<file path="src/rtl/mopshub_bus_test_sequencer.sv">
// MOPSHUB bus test sequencer: walks buses 0..last through RX / TX / custom
// message phases, guards every wait with an optional timeout, optionally
// repeats the sweep, and keeps pass/fail bookkeeping per run.
module mopshub_bus_test_sequencer #(
   parameter int N_BUSES    = 16,
   parameter int BUS_ID_W   = 5,
   parameter int TMO_W      = 16,
   parameter int GAP_CYCLES = 120,
   parameter int CNT_W      = 16
) (
   input  logic                clk,
   input  logic                rst,
   input  logic                start,
   input  logic                abort,
   input  logic [BUS_ID_W-1:0] n_buses,
   input  logic [1:0]          mode,
   input  logic                loop_en,
   input  logic [CNT_W-1:0]    loop_count,
   input  logic [TMO_W-1:0]    timeout_cycles,
   input  logic                test_rx_end,
   input  logic                test_tx_end,
   input  logic                costum_msg_end,
   output logic                test_rx,
   output logic                test_tx,
   output logic                test_advanced,
   output logic                endwait_all,
   output logic [BUS_ID_W-1:0] bus_sel,
   output logic                busy,
   output logic                done,
   output logic [CNT_W-1:0]    pass_cnt,
   output logic [CNT_W-1:0]    fail_cnt,
   output logic [N_BUSES-1:0]  fail_mask,
   output logic [CNT_W-1:0]    iter_cnt
);

   typedef enum logic [2:0] {
      S_IDLE, S_RX_WAIT, S_ENDWAIT, S_GAP, S_TX_WAIT, S_ADV_WAIT, S_NEXT_BUS, S_DONE
   } state_t;

   localparam int                  GAP_W    = (GAP_CYCLES > 1) ? $clog2(GAP_CYCLES) : 1;
   localparam logic [GAP_W-1:0]    GAP_LAST = GAP_W'(GAP_CYCLES - 1);
   localparam logic [BUS_ID_W-1:0] MAX_BUS  = BUS_ID_W'(N_BUSES - 1);
   localparam logic [CNT_W-1:0]    CNT_MAX  = '1;

   state_t              state, state_n, first_phase;
   logic [TMO_W-1:0]    timer;
   logic [GAP_W-1:0]    gap_cnt;
   logic [BUS_ID_W-1:0] last_bus;
   logic                bus_failed;
   logic                launch, mark_fail, account;
   logic                tmo_hit, at_last, more_sweeps;

   // TX-only runs skip straight to the TX phase; every other mode opens with RX
   assign first_phase = (mode == 2'b01) ? S_TX_WAIT : S_RX_WAIT;
   // timer counts from 0 on the first wait cycle, so the wait lasts timeout_cycles
   assign tmo_hit     = (timeout_cycles != '0) && (timer == timeout_cycles - TMO_W'(1));
   assign at_last     = (bus_sel >= last_bus);
   // iter_cnt has not yet been bumped for the sweep that is finishing now
   assign more_sweeps = loop_en && ((loop_count == '0) ||
                        (({1'b0, iter_cnt} + (CNT_W+1)'(1)) < {1'b0, loop_count}));

   // state register
   always_ff @(posedge clk) begin
      if (rst) state <= S_IDLE;
      else     state <= state_n;
   end

   // next-state logic; end pulses beat a same-cycle timeout, abort beats everything
   always_comb begin
      state_n   = state;
      launch    = 1'b0;
      mark_fail = 1'b0;
      account   = 1'b0;
      case (state)
         S_IDLE, S_DONE: begin
            if (start) begin
               state_n = first_phase;
               launch  = 1'b1;
            end
         end
         S_RX_WAIT: begin
            if (test_rx_end)  state_n = (mode == 2'b00) ? S_NEXT_BUS : S_ENDWAIT;
            else if (tmo_hit) begin
               state_n   = S_NEXT_BUS;
               mark_fail = 1'b1;
            end
         end
         S_ENDWAIT: state_n = S_GAP;
         S_GAP: begin
            if (gap_cnt == GAP_LAST) state_n = S_TX_WAIT;
         end
         S_TX_WAIT: begin
            if (test_tx_end)  state_n = (mode == 2'b11) ? S_ADV_WAIT : S_NEXT_BUS;
            else if (tmo_hit) begin
               state_n   = S_NEXT_BUS;
               mark_fail = 1'b1;
            end
         end
         S_ADV_WAIT: begin
            if (costum_msg_end) state_n = S_NEXT_BUS;
            else if (tmo_hit) begin
               state_n   = S_NEXT_BUS;
               mark_fail = 1'b1;
            end
         end
         S_NEXT_BUS: begin
            account = 1'b1;
            state_n = (!at_last || more_sweeps) ? first_phase : S_DONE;
         end
         default: state_n = S_IDLE;
      endcase
      if (abort) begin
         state_n   = S_IDLE;
         launch    = 1'b0;
         mark_fail = 1'b0;
         account   = 1'b0;
      end
   end

   // phase timer and inter-phase gap counter
   always_ff @(posedge clk) begin
      if (rst) begin
         timer   <= '0;
         gap_cnt <= '0;
      end else begin
         if (state_n != state) timer <= '0;
         else if (state == S_RX_WAIT || state == S_TX_WAIT || state == S_ADV_WAIT)
            timer <= timer + TMO_W'(1);
         gap_cnt <= (state == S_GAP && state_n == S_GAP) ? gap_cnt + GAP_W'(1) : '0;
      end
   end

   // bus walk, bookkeeping counters and failure flags
   always_ff @(posedge clk) begin
      if (rst) begin
         bus_sel    <= '0;
         last_bus   <= '0;
         bus_failed <= 1'b0;
         pass_cnt   <= '0;
         fail_cnt   <= '0;
         fail_mask  <= '0;
         iter_cnt   <= '0;
      end else if (launch) begin
         bus_sel    <= '0;
         last_bus   <= (n_buses > MAX_BUS) ? MAX_BUS : n_buses;
         bus_failed <= 1'b0;
         pass_cnt   <= '0;
         fail_cnt   <= '0;
         fail_mask  <= '0;
         iter_cnt   <= '0;
      end else if (mark_fail) begin
         bus_failed <= 1'b1;
      end else if (account) begin
         bus_failed <= 1'b0;
         if (bus_failed) begin
            if (fail_cnt != CNT_MAX) fail_cnt <= fail_cnt + CNT_W'(1);
            for (int i = 0; i < N_BUSES; i++)
               if (bus_sel == BUS_ID_W'(i)) fail_mask[i] <= 1'b1;
         end else if (pass_cnt != CNT_MAX) begin
            pass_cnt <= pass_cnt + CNT_W'(1);
         end
         if (!at_last) begin
            bus_sel <= bus_sel + BUS_ID_W'(1);
         end else begin
            if (iter_cnt != CNT_MAX) iter_cnt <= iter_cnt + CNT_W'(1);
            if (more_sweeps) bus_sel <= '0;
         end
      end
   end

   // registered handshake/status outputs decoded from the upcoming state
   always_ff @(posedge clk) begin
      if (rst) begin
         test_rx       <= 1'b0;
         test_tx       <= 1'b0;
         test_advanced <= 1'b0;
         endwait_all   <= 1'b0;
         busy          <= 1'b0;
         done          <= 1'b0;
      end else begin
         test_rx       <= (state_n == S_RX_WAIT);
         test_tx       <= (state_n == S_TX_WAIT);
         test_advanced <= (state_n == S_ADV_WAIT);
         endwait_all   <= (state_n == S_ENDWAIT);
         busy          <= (state_n != S_IDLE) && (state_n != S_DONE);
         done          <= (state_n == S_DONE) && (state != S_DONE);
      end
   end

endmodule

</file>
<file path="config.mk">
export PLATFORM = sky130hd
export DESIGN_NAME = mopshub_bus_test_sequencer
export DESIGN_NICKNAME = d
export VERILOG_FILES = /design/src/rtl/mopshub_bus_test_sequencer.sv
export SDC_FILE = /design/constraint.sdc
export NUM_CORES = 1
export LEC_CHECK = 0
export ABC_CLOCK_PERIOD_IN_PS = 7600
export BUFFER_PORTS_ARGS = -buffer_cell sky130_fd_sc_hd__buf_4
export CAP_MARGIN = 25
export CORE_ASPECT_RATIO = 0.9
export CORE_UTILIZATION = 60
export DETAILED_ROUTE_END_ITERATION = 7
export GPL_TIMING_DRIVEN = 1
export PLACE_DENSITY = 0.92
export RECOVER_POWER = 25
export SLEW_MARGIN = 20
export SYNTH_ARGS = -nofsm -noshare
export SYNTH_HDL_FRONTEND = slang
export SYNTH_SLANG_ARGS = --single-unit
</file>
<file path="constraint.sdc">
create_clock -name clk -period 7.6 [get_ports clk]
set_clock_uncertainty 0.05 [all_clocks]
set_input_delay 0.76 -clock clk [delete_from_list [all_inputs] [get_ports clk]]
set_output_delay 0.76 -clock clk [all_outputs]
set_load 0.01 [all_outputs]
</file>
==> metrics.txt, run 1 <==
status complete, no violations; NumNets Final 942; die width 109 µm; worst vdd ir 175 µV; unrepaired setup endpoints after global routing no; Pleak 0.00288 µW; IO Pins 122; Skew-Pair Late Insertion Delay 0.34 ns; die area 0.0107 mm²; pin count of the biggest net entering global routing 71; Bufs on Longest Clock Path 2; HP Class reg -> reg; Post-route DRC 0; Max Fclk 205 MHz; Yosys warning count 0; Synth cell types 64; fin crit period 4.88 ns; Max Fanout on Critical Path 11; top_reg_cell synth dfxtp_1; placer congestion estimate 0.920; initial antenna violation count 0; CTS tree done; CTS buffer count 9; grt ovf 0; num rows 34; Die Ht 98.1 µm; Int Pwr 951 µW; vias in the first global route 5771; post-route setup TNS 0 ns; Worst Max-Slew Pin Slew 0.832 ns; Seq pwr share 46.0%; clk slew on worst S/H paths 0.07 ns; diode count 0; pre-CTS setup slack 2.94 ns; Vias/cell 6.04; CP delay by family, top compound AO/OA/AOI/OAI gates; Comb pwr share 10.0%; PostCTS Resize Cnt 0; Layout area overhead 18.9%; Max-slew headroom 44.6%; first-pass GRT wire length 26700 µm; htree depth 3; switching power 295 µW; Setup crit end kind flip-flop; GRT Util Overall 31.0%; asr flop ratio synth 0%; WHS 0.399 ns; endpoints failing hold 0; most used cells in the layout excluding fill and tap cells dfxtp_1, nor2_1, buf_4; Routed WL 16000 µm; Power Dens Cells 170 mW/mm²; clock share of power 44.1%; crit-path max cell delay 0.65 ns; syn_area_per_cell 8.13 µm²; Critical Path AT 5.02 ns; postcts setup bufs 0; # Max-Cap Violations 0; most common cell after layout, fill and taps aside dfxtp_1; dpl hpwl 11800 µm; Sw Ratio 23.7%; initial core utilization 62.7%; Routed Antenna Nets 0; share of cells above drive strength 1 13.5%; post-route setup slack 2.72 ns; Critical Path RT 7.75 ns; DRT Pass-1 Iters 5; Sink Count 107; Core Util, Final 74.5%; number of flops mapped to enable cells by yosys 0; Slowest cell on crit path a21oi_1; Setup-failing EPs final 0; Core ar. 0.00983 mm²; synthesized flop and latch total 107; clock root buffer clkbuf_16; crit path cell chain ha_1 -> nand3_2 -> nor3_2 -> and3_1 -> and3_1 -> nand3_1 -> xnor2_1 -> inv_1 -> ha_1 -> nand2_1 -> a21oi_1 -> o31ai_1 -> a211o_1 -> a2111o_1 -> a21oi_1 -> buf_2 -> nor3_1; Final Slew Violations 0; sequential area share after synthesis 34.8%; drt wl/cell 16.1 µm; Worst Setup Start Kind flip-flop; via count 6008; crit path kind reg -> reg; Cells after Synth 758; Post-CTS Hold Buffers 0; fin crit share 64.1%; initial DRC count 574; WP buf/inv 2; mapped cell area 0.00616 mm²; port buffer count 121; syn_nets 837; Pwr Total 1250 µW
worst paths after layout:
path / from / end / slack [ns] / cells past startpoint
max: iter_cnt[0]$_SDFFE_PP0P_ / timer[8]$_SDFFE_PP0P_ / 2.72 / 17
min: last_bus[4]$_SDFFE_PP0P_ / last_bus[4]$_SDFFE_PP0P_ / 0.40 / 2
max reg2reg: iter_cnt[0]$_SDFFE_PP0P_ / timer[8]$_SDFFE_PP0P_ / 2.72 / 17
min reg2reg: last_bus[4]$_SDFFE_PP0P_ / last_bus[4]$_SDFFE_PP0P_ / 0.40 / 2
sequential cells by signal, indices dropped and copies added, names as in the netlist:
register	flops
bus_failed	1
bus_sel	5
busy	1
done	1
endwait_all	1
fail_cnt	16
fail_mask	16
gap_cnt	7
iter_cnt	16
last_bus	5
pass_cnt	16
state	3
test_advanced	1
test_rx	1
test_tx	1
timer	16
worst min-delay path: stages, from the launching register on:
cell	delay, ns
dfxtp_1	0.30
inv_1	0.06
nor2_1	0.05
cell usage after synthesis (4+ instances only):
library cell  number  share of area [%]
xor2_1            48                6.8
dfxtp_1          107                 35
o21ai_0           15                1.2
nor3_1            36                2.9
a21oi_1           40                3.2
nor2b_1            9               0.91
clkbuf_1          26                1.6
nand2_1           42                2.6
nand4_1           22                2.2
nor4b_1            4               0.57
a21o_1             5               0.61
or4_1              5               0.61
or3_1             17                1.7
nand3_1           30                2.4
o211ai_1           4               0.49
nor4_1            13                1.3
nand2b_1          12                1.2
inv_1             42                2.6
mux2i_1            7                1.1
ha_1              32                6.5
or2_2              6               0.61
xnor2_1           40                5.7
o31ai_1            4               0.49
a31oi_1           13                1.3
a211oi_1           9                1.1
nor2_1           100                6.1
and3_1            17                1.7
power by group through the flow:
stage	logic [µW]	registers [µW]	clock network [µW]
global route	135	573	581
floorplan	80.3	581	0
finish	124	573	549
global placement	115	585	0
CTS	123	573	557
detailed placement	120	585	0
cell type report:
| class | instances | area [µm²] |
|---|---|---|
| repair buffers | 125 | 767 |
| multi-input cells | 578 | 3740 |
| inverters | 42 | 158 |
| flip-flops and latches | 107 | 2140 |
| clock buffers | 10 | 239 |
| well taps | 126 | 158 |
| clock inverters | 6 | 120 |
| fillers | 740 | 2500 |
cells by family after synthesis:
kind of cell,synth area share (%)
buf+inv,4.63
mux,1.32
fa+ha+maj,6.50
xor+xnor,12.5
flops,34.8
compound gates,12.2
simple gates,28.1
per-layer routing:
metal  track usage (%)  routed length (µm)  up-vias  share of wire, %
met5                 0                   0        -                 0
met4              10.6                 354        0               2.2
met3              5.07                1020       36               6.4
met2              54.7                8040      277                50
met1              37.7                6600     2822                41
li1                  -                   -     2873                 -
through the flow:
stage / instances / area, µm²
floorplan: 758 / 6160
global placement: 976 / 7120
detailed placement: 978 / 7130
CTS: 994 / 7490
global route: 994 / 7320
finish: 994 / 7320
No activity file was read; power rests on OpenSTA's default activity.
==> inputs of run 2 (changes only) <==
ABC_CLOCK_PERIOD_IN_PS = 4400   (was 7600)
CORE_UTILIZATION = 50   (was 60)
PLACE_DENSITY = 0.82   (was 0.92)
clock period = 4.4 ns   (was 7.6 ns; I/O delays follow)
==> metrics.txt, run 2 (synthesis gave the netlist of run 1 again) <==
drt wl/cell 14.0 µm; CP delay by family, top simple AND/OR/NAND/NOR gates; Worst Max-Slew Pin Slew 0.786 ns; share of cells above drive strength 1 13.8%; postcts setup bufs 0; crit path kind reg -> reg; clk slew on worst S/H paths 0.07 ns; dpl cells 1014; initial core utilization 51.2%; WP buf/inv 2; NumNets Final 944; die width 119 µm; fill cell count 1093; Routed Antenna Nets 0; DRT Pass-1 Iters 5; GRT Util Overall 22.9%; worst vdd ir 193 µV; Die Ht 107 µm; Reg2Reg Launch Point iter_cnt[0]$_SDFFE_PP0P_; port buffer count 121; most used cells in the layout excluding fill and tap cells dfxtp_1, nor2_1, buf_4; crit-path max cell delay 0.43 ns; grt ovf 0; min-delay src rst; fin crit share 92.0%; fin crit period 4.05 ns; Power Dens Cells 274 mW/mm²; Max-slew headroom 47.6%; Setup-failing EPs final 0; WHS 0.340 ns; first-pass GRT wire length 24100 µm; vias in the first global route 5034; Max Fclk 247 MHz; Post-route DRC 0; IO Pins 122; dpl hpwl 10900 µm; endpoints failing hold 0; Layout area overhead 18.9%; Pleak 0.00286 µW; PostCTS Resize Cnt 0; placer congestion estimate 0.893; HP Class in -> reg; diode count 0; Final Slew Violations 0; htree depth 3; most common cell after layout, fill and taps aside dfxtp_1; Critical Path RT 4.54 ns; die area 0.0128 mm²; initial antenna violation count 0; Vias/cell 5.51; Bufs on Longest Clock Path 2; # Max-Cap Violations 0; Core ar. 0.0120 mm²; clock root buffer clkbuf_16; Critical Path AT 4.19 ns; Critical Path Start iter_cnt[0]$_SDFFE_PP0P_; final cell count without fillers 1030; Setup crit end kind flip-flop; Post-CTS Hold Buffers 0; Worst Setup Start Kind flip-flop; via count 5676; CTS buffer count 9; CTS tree done; crit path cell chain ha_1 -> nand3_2 -> nor3_2 -> and3_2 -> and3_1 -> nand3_1 -> xnor2_1 -> inv_1 -> ha_1 -> nand2_1 -> a21oi_1 -> o31ai_1 -> a211o_2 -> a2111o_1 -> a21oi_1 -> buf_4 -> nor3_1; num rows 38; status complete, no violations; initial DRC count 435; Routed WL 14400 µm; Slowest cell on crit path a2111o_1; Sink Count 107; Skew-Pair Late Insertion Delay 0.34 ns; Max Fanout on Critical Path 16; pin count of the biggest net entering global routing 42
[run 2: worst paths after layout]
check / to / slack, ns / cells past startpoint
min: state[0]$_SDFF_PP0_ / 0.34 / 2
min reg2reg: gap_cnt[0]$_SDFF_PP0_ / 0.39 / 1
max: timer[9]$_SDFFE_PP0P_ / 0.35 / 17
max reg2reg: timer[9]$_SDFFE_PP0P_ / 0.35 / 17
[run 2: power breakdown]
part           total [µW]  leakage, µW  internal (µW)  switching, µW
combinational         210      0.00185           87.4            123
sequential            990     0.000863            976           13.5
clock                 811     0.000145            449            363
[run 2: metrics by stage]
stage / setup WS, ns / instance area, µm² / power (µW) / TNS, ns / utilization, %
6_report: 0.353 / 7330 / 2010 / 0 / 60.9
5_1_grt: -0.00305 / 7330 / 2090 / -0.00305 / 60.9
4_1_cts: 0.302 / 7490 / 2030 / 0 / 62.3
3_5_place_dp: 0.343 / 7190 / 1220 / 0 / 59.8
3_3_place_gp: 0.486 / 7190 / 1220 / 0 / 59.8
2_1_floorplan: 0.455 / 6160 / 1140 / 0 / -
[run 2: metal layers]
metal	wire [µm]	vias up	GRT usage, %
met4	234	0	7.23
met3	643	18	3.87
met5	0	-	0
met1	6970	2620	31.7
li1	-	2896	-
met2	6590	142	36.3
[run 2: final cells by class]
cell class                      instances  area [µm²]  share of cell area [%]
Sequential cell                       107        2140                    29.2
Clock inverter                          6        71.3                   0.973
Inverter                               42         158                    2.15
Clock buffer                           10         229                    3.12
Timing Repair Buffer                  127         785                    10.7
Multi-Input combinational cell        578        3740                    51.1
Tap cell                              160         200                    2.73
